--- src/rtl/key_schedule_iter.sv ---
// key_schedule_iter: iterative AES key expansion, one 32-bit word per clock.
// Stores the whole schedule and serves 128-bit round keys through a
// registered read port. A single shared 4-byte S-box does every SubWord.
// Optional build macro KEY_SCHEDULE_ZEROIZE_EN adds a zeroize input and a
// ZERO state that wipes the stored schedule one word per cycle.
module key_schedule_iter #(
  parameter int NK = 4
) (
  input  logic              clk,
  input  logic              rst_n,
`ifdef KEY_SCHEDULE_ZEROIZE_EN
  input  logic              zeroize,
`endif
  input  logic              start,
  input  logic [NK*32-1:0]  key_in,
  output logic              busy,
  output logic              done,
  input  logic [3:0]        rk_idx,
  output logic [127:0]      rk_out,
  output logic              rk_valid
);

  localparam int NR    = NK + 6;
  localparam int TOTAL = 4 * (NR + 1);
  localparam int CW    = 6;

  localparam logic [CW-1:0] LAST_W  = CW'(TOTAL - 1);
  localparam logic [CW-1:0] NK_W    = CW'(NK);
  localparam logic [2:0]    NK_LAST = 3'(NK - 1);
  localparam logic [3:0]    NR_IDX  = 4'(NR);

  // Only AES-128/192/256 key lengths are meaningful.
  if (!(NK == 4 || NK == 6 || NK == 8)) begin : g_bad_nk
    $error("key_schedule_iter: NK must be 4, 6 or 8");
  end

`ifdef KEY_SCHEDULE_ZEROIZE_EN
  typedef enum logic [1:0] {S_IDLE, S_EXPAND, S_DONE, S_ZERO} state_t;
`else
  typedef enum logic [1:0] {S_IDLE, S_EXPAND, S_DONE} state_t;
`endif

  state_t         state_reg;
  logic [CW-1:0]  cnt_reg;
  logic [2:0]     phase_reg;     // c mod NK, tracked incrementally
  logic [7:0]     rcon_reg;
  logic           busy_reg;
  logic           done_reg;
  logic           valid_reg;
  logic [127:0]   rk_out_reg;

  logic [31:0]    mem [0:TOTAL-1];
  logic [31:0]    win_reg [0:NK-1];  // last NK words: [0] = w[c-NK], [NK-1] = w[c-1]
  logic [31:0]    key_word [0:NK-1];
  logic [31:0]    rd_word [0:3];

  logic           zero_req;
  logic           load_key;
  logic           expand_step;
  logic           zero_step;
  logic [31:0]    prev_word;
  logic [31:0]    old_word;
  logic [31:0]    sbox_in;
  logic [31:0]    sub_word;
  logic [31:0]    f_word;
  logic [31:0]    new_word;
  logic           idx_ok;
  logic [3:0]     rd_base;

  // GF(2^8) multiply, polynomial 0x11B.
  function automatic logic [7:0] gmul(input logic [7:0] a, input logic [7:0] b);
    logic [7:0] p;
    logic [7:0] aa;
    p  = 8'h00;
    aa = a;
    for (int i = 0; i < 8; i++) begin
      if (b[i]) p = p ^ aa;
      aa = {aa[6:0], 1'b0} ^ (aa[7] ? 8'h1b : 8'h00);
    end
    return p;
  endfunction

  function automatic logic [7:0] xtime(input logic [7:0] a);
    return {a[6:0], 1'b0} ^ (a[7] ? 8'h1b : 8'h00);
  endfunction

  // S-box computed as multiplicative inverse (x^254) followed by the affine map.
  function automatic logic [7:0] sbox(input logic [7:0] x);
    logic [7:0] x2, x4, x8, x16, x32, x64, x128, inv;
    x2   = gmul(x, x);
    x4   = gmul(x2, x2);
    x8   = gmul(x4, x4);
    x16  = gmul(x8, x8);
    x32  = gmul(x16, x16);
    x64  = gmul(x32, x32);
    x128 = gmul(x64, x64);
    inv  = gmul(gmul(gmul(x2, x4), gmul(x8, x16)), gmul(gmul(x32, x64), x128));
    return inv ^ {inv[6:0], inv[7]} ^ {inv[5:0], inv[7:6]}
               ^ {inv[4:0], inv[7:5]} ^ {inv[3:0], inv[7:4]} ^ 8'h63;
  endfunction

`ifdef KEY_SCHEDULE_ZEROIZE_EN
  assign zero_req  = zeroize && (state_reg != S_ZERO);
  assign zero_step = (state_reg == S_ZERO);
`else
  assign zero_req  = 1'b0;
  assign zero_step = 1'b0;
`endif

  assign load_key    = (state_reg == S_IDLE) && start && !zero_req;
  assign expand_step = (state_reg == S_EXPAND) && !zero_req;

  assign prev_word = win_reg[NK-1];
  assign old_word  = win_reg[0];
  assign sbox_in   = (phase_reg == 3'd0) ? {prev_word[23:0], prev_word[31:24]} : prev_word;

  // Key words in FIPS-197 order: word 0 is the most significant.
  for (genvar gi = 0; gi < NK; gi++) begin : g_key
    assign key_word[gi] = key_in[NK*32-1-32*gi -: 32];
  end

  // The one shared 4-byte S-box.
  for (genvar gi = 0; gi < 4; gi++) begin : g_sbox
    assign sub_word[8*gi +: 8] = sbox(sbox_in[8*gi +: 8]);
  end

  // Select the recurrence term f for the word being produced.
  always_comb begin
    f_word = prev_word;
    if (phase_reg == 3'd0) begin
      f_word = sub_word ^ {rcon_reg, 24'h000000};
    end else if (NK == 8 && phase_reg == 3'd4) begin
      f_word = sub_word;
    end
  end

  assign new_word = old_word ^ f_word;

  // Schedule storage and sliding window; contents are never observable unless valid.
  always_ff @(posedge clk) begin
    if (load_key) begin
      for (int i = 0; i < NK; i++) begin
        mem[i]     <= key_word[i];
        win_reg[i] <= key_word[i];
      end
    end else if (expand_step) begin
      mem[cnt_reg] <= new_word;
      for (int i = 0; i < NK - 1; i++) begin
        win_reg[i] <= win_reg[i+1];
      end
      win_reg[NK-1] <= new_word;
    end else if (zero_step) begin
      mem[cnt_reg] <= 32'h0;
      for (int i = 0; i < NK; i++) begin
        win_reg[i] <= 32'h0;
      end
    end
  end

  // Control FSM with registered status outputs.
  always_ff @(posedge clk or negedge rst_n) begin
    if (!rst_n) begin
      state_reg <= S_IDLE;
      cnt_reg   <= '0;
      phase_reg <= 3'd0;
      rcon_reg  <= 8'h01;
      busy_reg  <= 1'b0;
      done_reg  <= 1'b0;
      valid_reg <= 1'b0;
    end else begin
      done_reg <= 1'b0;
`ifdef KEY_SCHEDULE_ZEROIZE_EN
      if (zero_req) begin
        state_reg <= S_ZERO;
        cnt_reg   <= '0;
        busy_reg  <= 1'b1;
        valid_reg <= 1'b0;
      end else begin
`else
      begin
`endif
        case (state_reg)
          S_IDLE: begin
            if (start) begin
              state_reg <= S_EXPAND;
              cnt_reg   <= NK_W;
              phase_reg <= 3'd0;
              rcon_reg  <= 8'h01;
              busy_reg  <= 1'b1;
              valid_reg <= 1'b0;
            end
          end
          S_EXPAND: begin
            cnt_reg   <= cnt_reg + 1'b1;
            phase_reg <= (phase_reg == NK_LAST) ? 3'd0 : phase_reg + 3'd1;
            if (phase_reg == 3'd0) rcon_reg <= xtime(rcon_reg);
            if (cnt_reg == LAST_W) begin
              state_reg <= S_DONE;
              busy_reg  <= 1'b0;
            end
          end
          S_DONE: begin
            done_reg  <= 1'b1;
            valid_reg <= 1'b1;
            state_reg <= S_IDLE;
          end
`ifdef KEY_SCHEDULE_ZEROIZE_EN
          S_ZERO: begin
            cnt_reg <= cnt_reg + 1'b1;
            if (cnt_reg == LAST_W) begin
              state_reg <= S_IDLE;
              busy_reg  <= 1'b0;
              cnt_reg   <= '0;
            end
          end
`endif
          default: state_reg <= S_IDLE;
        endcase
      end
    end
  end

  // Out-of-range indices read word group 0 internally but return zero.
  assign idx_ok  = (rk_idx <= NR_IDX);
  assign rd_base = idx_ok ? rk_idx : 4'd0;

  for (genvar gi = 0; gi < 4; gi++) begin : g_rd
    assign rd_word[gi] = mem[{rd_base, 2'b00} + CW'(gi)];
  end

  // Registered round-key read, one cycle after rk_idx.
  always_ff @(posedge clk or negedge rst_n) begin
    if (!rst_n) begin
      rk_out_reg <= '0;
    end else begin
      rk_out_reg <= idx_ok ? {rd_word[0], rd_word[1], rd_word[2], rd_word[3]} : 128'h0;
    end
  end

  assign busy     = busy_reg;
  assign done     = done_reg;
  assign rk_valid = valid_reg;
  // Gating by valid keeps a stale or partial schedule from ever appearing.
  assign rk_out   = valid_reg ? rk_out_reg : 128'h0;

endmodule
--- config.mk ---
export PLATFORM = sky130hd
export DESIGN_NAME = key_schedule_iter
export DESIGN_NICKNAME = d
export VERILOG_FILES = /design/src/rtl/key_schedule_iter.sv
export SDC_FILE = /design/constraint.sdc
export NUM_CORES = 2
export LEC_CHECK = 0
export CAP_MARGIN = 20
export CORE_MARGIN = 2
export CORE_UTILIZATION = 58
export DETAILED_ROUTE_END_ITERATION = 10
export PLACE_DENSITY = 0.73
export SLEW_MARGIN = 5
export SYNTH_ARGS = -nofsm -noshare
export SYNTH_HDL_FRONTEND = slang
export SYNTH_SLANG_ARGS = --single-unit
--- constraint.sdc ---
create_clock -name clk -period 60.4 [get_ports clk]
set_input_delay 12.08 -clock clk [delete_from_list [all_inputs] [get_ports clk]]
set_output_delay 12.08 -clock clk [all_outputs]
set_load 0.01 [all_outputs]
Word-level counts from Yosys, hierarchy flattened
Memory sizes are Yosys's and may differ from the RTL's.
Index checks and enable logic that the tools add are counted.
{ "classes": {"n_addsub": 5, "mul": 0, "n_div": 0, "magnitude_cmp": 1, "n_eq_ne": 7, "n_shift": 0, "muxes": 731, "bitwise_logic": 671, "reduce_logical": 11} }
{ "ops": {"columns": ["cell", "count"], "rows": [
  ["two-way mux 8 bit", 418],
  ["XOR 8 bit", 380],
  ["XOR 8 x 5 -> 8 bit", 281],
  ["two-way mux 5 bit", 281],
  ["two-way mux 128 bit", 2],
  ["two-way mux 32 bit", 7],
  ["XOR 32 bit", 2],
  ["OR reduction 32 bit", 1],
  ["inverter 4 bit", 4],
  ["case mux 8 bit (2 select lines)", 1],
  ["adder 6 x 1 -> 6 bit (second input constant)", 2],
  ["adder 6 x 2 -> 6 bit (second input constant)", 2],
  ["two-way mux 6 bit", 2],
  ["case mux 6 bit (2 select lines)", 1],
  ["two-way mux 1 bit", 10],
  ["== test 6 bit (second input constant)", 1],
  ["two-way mux 3 bit", 2],
  ["case mux 3 bit (2 select lines)", 1],
  ["AND reduction 2 bit", 3],
  ["AND reduction 3 bit", 2],
  ["<= comparator 4 bit (second input constant)", 1],
  ["two-way mux 2 bit", 2],
  ["two-way mux 4 bit", 1],
  ["!= test 2 x 1 -> 1 bit (second input constant)", 2],
  ["other kinds (12)", 17]
]} }
{ "totals": {"register_bits": 150, "latch_bits": 0, "ramBits": 1536, "mem_bits_ro": 0, "word_cells": 1436, "memories": 2} }
{ "memory_table": {"columns": ["memory", "words", "word_bits", "rd", "rd_clocked_by_memory_dff", "write_ports", "line", "rtl"], "rows": [
  ["mem", 44, 32, 4, 0, 4, "52", "logic [31:0] mem [0:TOTAL-1];"],
  ["win_reg", 4, 32, 4, 0, 4, "53", "logic [31:0] win_reg [0:NK-1];"]
]} }

Logic depth before layout (Yosys ltp)
{ "depth": {"ltp_word": 153, "mapped_depth": 82} }

Worst setup path before layout
No wires, ideal clock.
{ "synth_path": {"path_type": "register to register", "startpoint": "register phase_reg[0]", "endpoint": "memory mem[10][24] (data pin)", "setup_ps": 567, "arrival_time_ps": 18645, "required_ps": 59833, "path_slack_ps": 41188, "stages_incl_launch_ff": 73, "path_buffers": 16, "synth_period_minus_slack_ps": 19212, "cell_sequence": "dfrtp_1 -> inv_1 -> ha_1 -> nor2b_2 -> buf_4 -> buf_2 -> buf_4 -> buf_4 -> buf_4 -> nand2_1 -> nand2_1 -> ha_1 -> dlygate4sd1_1 -> and4_1 -> nor4b_2 -> mux2_2 -> nand3_2 -> inv_1 -> (+37 left out) -> xnor2_1 -> xnor3_1 -> a21o_1 -> a31oi_1 -> xor2_1 -> xnor2_1 -> clkbuf_1 -> nor2_1 -> xnor2_1 -> xnor3_1 -> nor2_1 -> xnor3_1 -> xnor3_1 -> xnor2_1 -> xor2_1 -> xnor3_1 -> xnor2_1 -> o311ai_1"} }
{ "synth_lines": {"columns": ["item", "line", "rtl"], "rows": [
  ["start: declaration", "45", "logic [2:0] phase_reg;"],
  ["start signal: assignment", "195", "phase_reg <= (phase_reg == NK_LAST) ? 3'd0 : phase_reg + 3'd1;"],
  ["end: declaration", "52", null]
]} }

==> results_dict.tcl <==
set metrics [dict create \
    ant_nets 0 \
    syn2layout_area_growth_pct 9.16 \
    core_mm2 0.218 \
    num_rows 171 \
    fin_nets 12900 \
    die_h_um 472 \
    cts-htree-levels 4 \
    pre_cts_slack_ns 36.61 \
    first_pass_iters 7 \
    cts_sinks 1686 \
    cp_common_cell "xnor2_1" \
    largest_reg_flops 1408 \
    cts_tree "yes" \
    slew_headroom_pct 11.9 \
    clkLatencyLatePin_ns 0.80 \
    finalCoreUtilization_pct 63.8 \
    portBuffers 265 \
    clock_path_buffers 3 \
    synth_flop_cell "edfxtp_1" \
    post_cts_resized 0 \
    grt_overflow 0 \
    synth_edf_count 1536 \
    boundaryPins 266 \
    worstMarginPinSlew_ns 1.32 \
    finalSetupViolations 0 \
    track_usage_pct 36.1 \
    crit_arrival_ns 24.67 \
    numCtsBuffers 161 \
    fill_cells 17000 \
    clockRootBuffer "clkbuf_16" \
    yosys_warnings 0 \
    grt_setup_unrepaired "false" \
    final_cell_mix "xnor2_1, edfxtp_1, nand2_1, nor2_1, o21ai_0" \
    antenna_found_initial 28 \
    status "complete, no violations" \
    critPathMaxFanout 52 \
    min_path_type "flop to flop" \
    synthDistinctLibCells 143 \
    timing.hold.ws_ns 0.508 \
    crit_path_max_incr_delay_ns 0.83 \
    final_common_cell "xnor2_1" \
    drc 0 \
    hold_viol_final 0 \
    final.setup.tns_ns 0 \
    synthArstFlopShare_pct 8.90 \
    slowest_stage "xnor2_1" \
    synth_area_mm2 0.127 \
    setup_slack_ns 36.25 \
    worstPathRequired_ns 60.92 \
    finalWirelength_um 416000 \
    synth_nets 13000 \
    dr_total_vias 103000 \
    clk_pin_slew_ns 0.07 \
    fin_crit_sh_pct 40.0 \
    finalWeightedCongestion 0.971 \
    cts_hold_buffers 0 \
    cp-start-kind "flop" \
    dp_hpwl_um 274000 \
    drv_cap 0 \
    initial_core_util_pct 58.5 \
    ys_ff_latch 1686 \
    grt_pass1_vias 97400 \
    clock.fmax_mhz 41.4 \
    post_cts_buffers 0 \
    grt_pass1_wl_um 618000 \
    detail_route.wl_per_cell_um 26.4 \
    min_period_ns 24.15 \
    avgViaCountPerCell 6.54 \
    syn_avg_cell_area_um2 9.94 \
    cp-end-kind "flop" \
    syn_inst 12800 \
    die_w_um 472 \
    clock_skew_ns 0.0362 \
    drive_gt1_share_pct 10.1 \
    maxSlewViolCount 0 \
    ys_seq_area_share_pct 39.2 \
    grt_max_degree 148 \
    dieArea_mm2 0.223 \
    drtIter0Drc 13600 \
    critPathKind "flop to flop" \
]
-- layer usage --
layer | routed length (um) | share of wire [%] | GRT usage, %
met5 | 39 | 0.0094 | 0
met4 | 23100 | 5.6 | 17.7
met3 | 47200 | 11 | 6.92
met2 | 185000 | 45 | 55.6
met1 | 160000 | 39 | 49.1
-- critical path, delay by kind of cell (launching register included) --
kind | cells | cell delay (ns)
AND/OR/NAND/NOR | 9 | 1.93
XOR/XNOR | 31 | 11.86
multiplexers | 3 | 1.03
flip-flops | 1 | 0.38
adder cells (fa/ha/maj) | 6 | 3.33
AO/OA/AOI/OAI | 5 | 1.10
buffers and inverters | 11 | 4.17
-- cell families after synthesis --
| kind of cell | share of synthesized area [%] |
|---|---|
| buf+inv | 3.36 |
| flops | 39.2 |
| mux | 7.40 |
| xor+xnor | 21.9 |
| simple gates | 14.5 |
| fa+ha+maj | 0.329 |
| compound gates | 13.3 |
-- cell type report --
cell class / instances / area [um2] / area share [%]
flip-flops and latches: 1686 / 49900 / 35.9
repair buffers: 667 / 5790 / 4.17
inverters: 148 / 561 / 0.404
clock buffers: 220 / 4430 / 3.19
diodes: 7 / 17.5 / 0.0126
well taps: 2854 / 3570 / 2.57
clock inverters: 75 / 652 / 0.469
multi-input cells: 10100 / 74000 / 53.3
-- path summary, 6_finish.rpt --
kind / from / slack (ns) / endpoint / depth (start not counted)
max in group asynchronous: rst_n / 47.12 / rk_valid / 3
setup / recovery: phase_reg[0] / 36.25 / mem[38][3] / 65
min in group asynchronous: rst_n / 11.21 / rk_out_reg[49] / 1
setup reg to reg: phase_reg[0] / 36.25 / mem[38][3] / 65
hold / removal: win_reg[2][17] / 0.51 / win_reg[1][17] / 2
hold reg to reg: win_reg[2][17] / 0.51 / win_reg[1][17] / 2
-- synth_stat cells (26+ instances only) --
master	count	area, um2
xnor2_2	83	1350
a221oi_1	29	254
buf_2	131	656
nand2b_1	139	870
dfrtp_1	149	3730
and3_1	55	344
a211oi_1	86	646
a211o_1	27	236
nor3_1	217	1090
xor2_2	31	504
nor2b_1	220	1380
o221ai_1	80	701
o21ai_0	692	3460
xor2_1	438	3840
a21o_1	36	270
a21oi_1	637	3190
buf_4	54	405
xnor3_1	224	5040
inv_1	128	480
nand3_1	229	1150
edfxtp_1	1536	46100
ha_1	31	388
nand4_1	49	307
a31oi_1	70	438
xnor2_1	1753	15400
or3_1	57	357
nand2_1	1405	5270
mux4_2	132	2970
mux2_2	127	1430
o31ai_1	29	218
and2_1	186	1160
nor4_1	35	219
mux2i_1	483	4830
o211a_1	26	260
xor3_1	32	761
nor2_1	1318	4950
a32oi_1	37	324
o211ai_1	138	1040
buf_1	93	349
o21ai_1	82	410
a22oi_1	37	278
clkbuf_1	566	2120
o22ai_1	233	1460
o21a_1	89	668
o32ai_1	31	272
-- stage by stage --
stage / instances / area (um2)
final: 15800 / 139000
after global routing: 15800 / 139000
after CTS: 15700 / 139000
after detailed placement: 15400 / 134000
after global placement: 15400 / 134000
after floorplan: 12800 / 127000
Power is left out: the tool's default activity adds up to more than one toggle a clock period on the data nets, which glitch-free logic cannot reach.
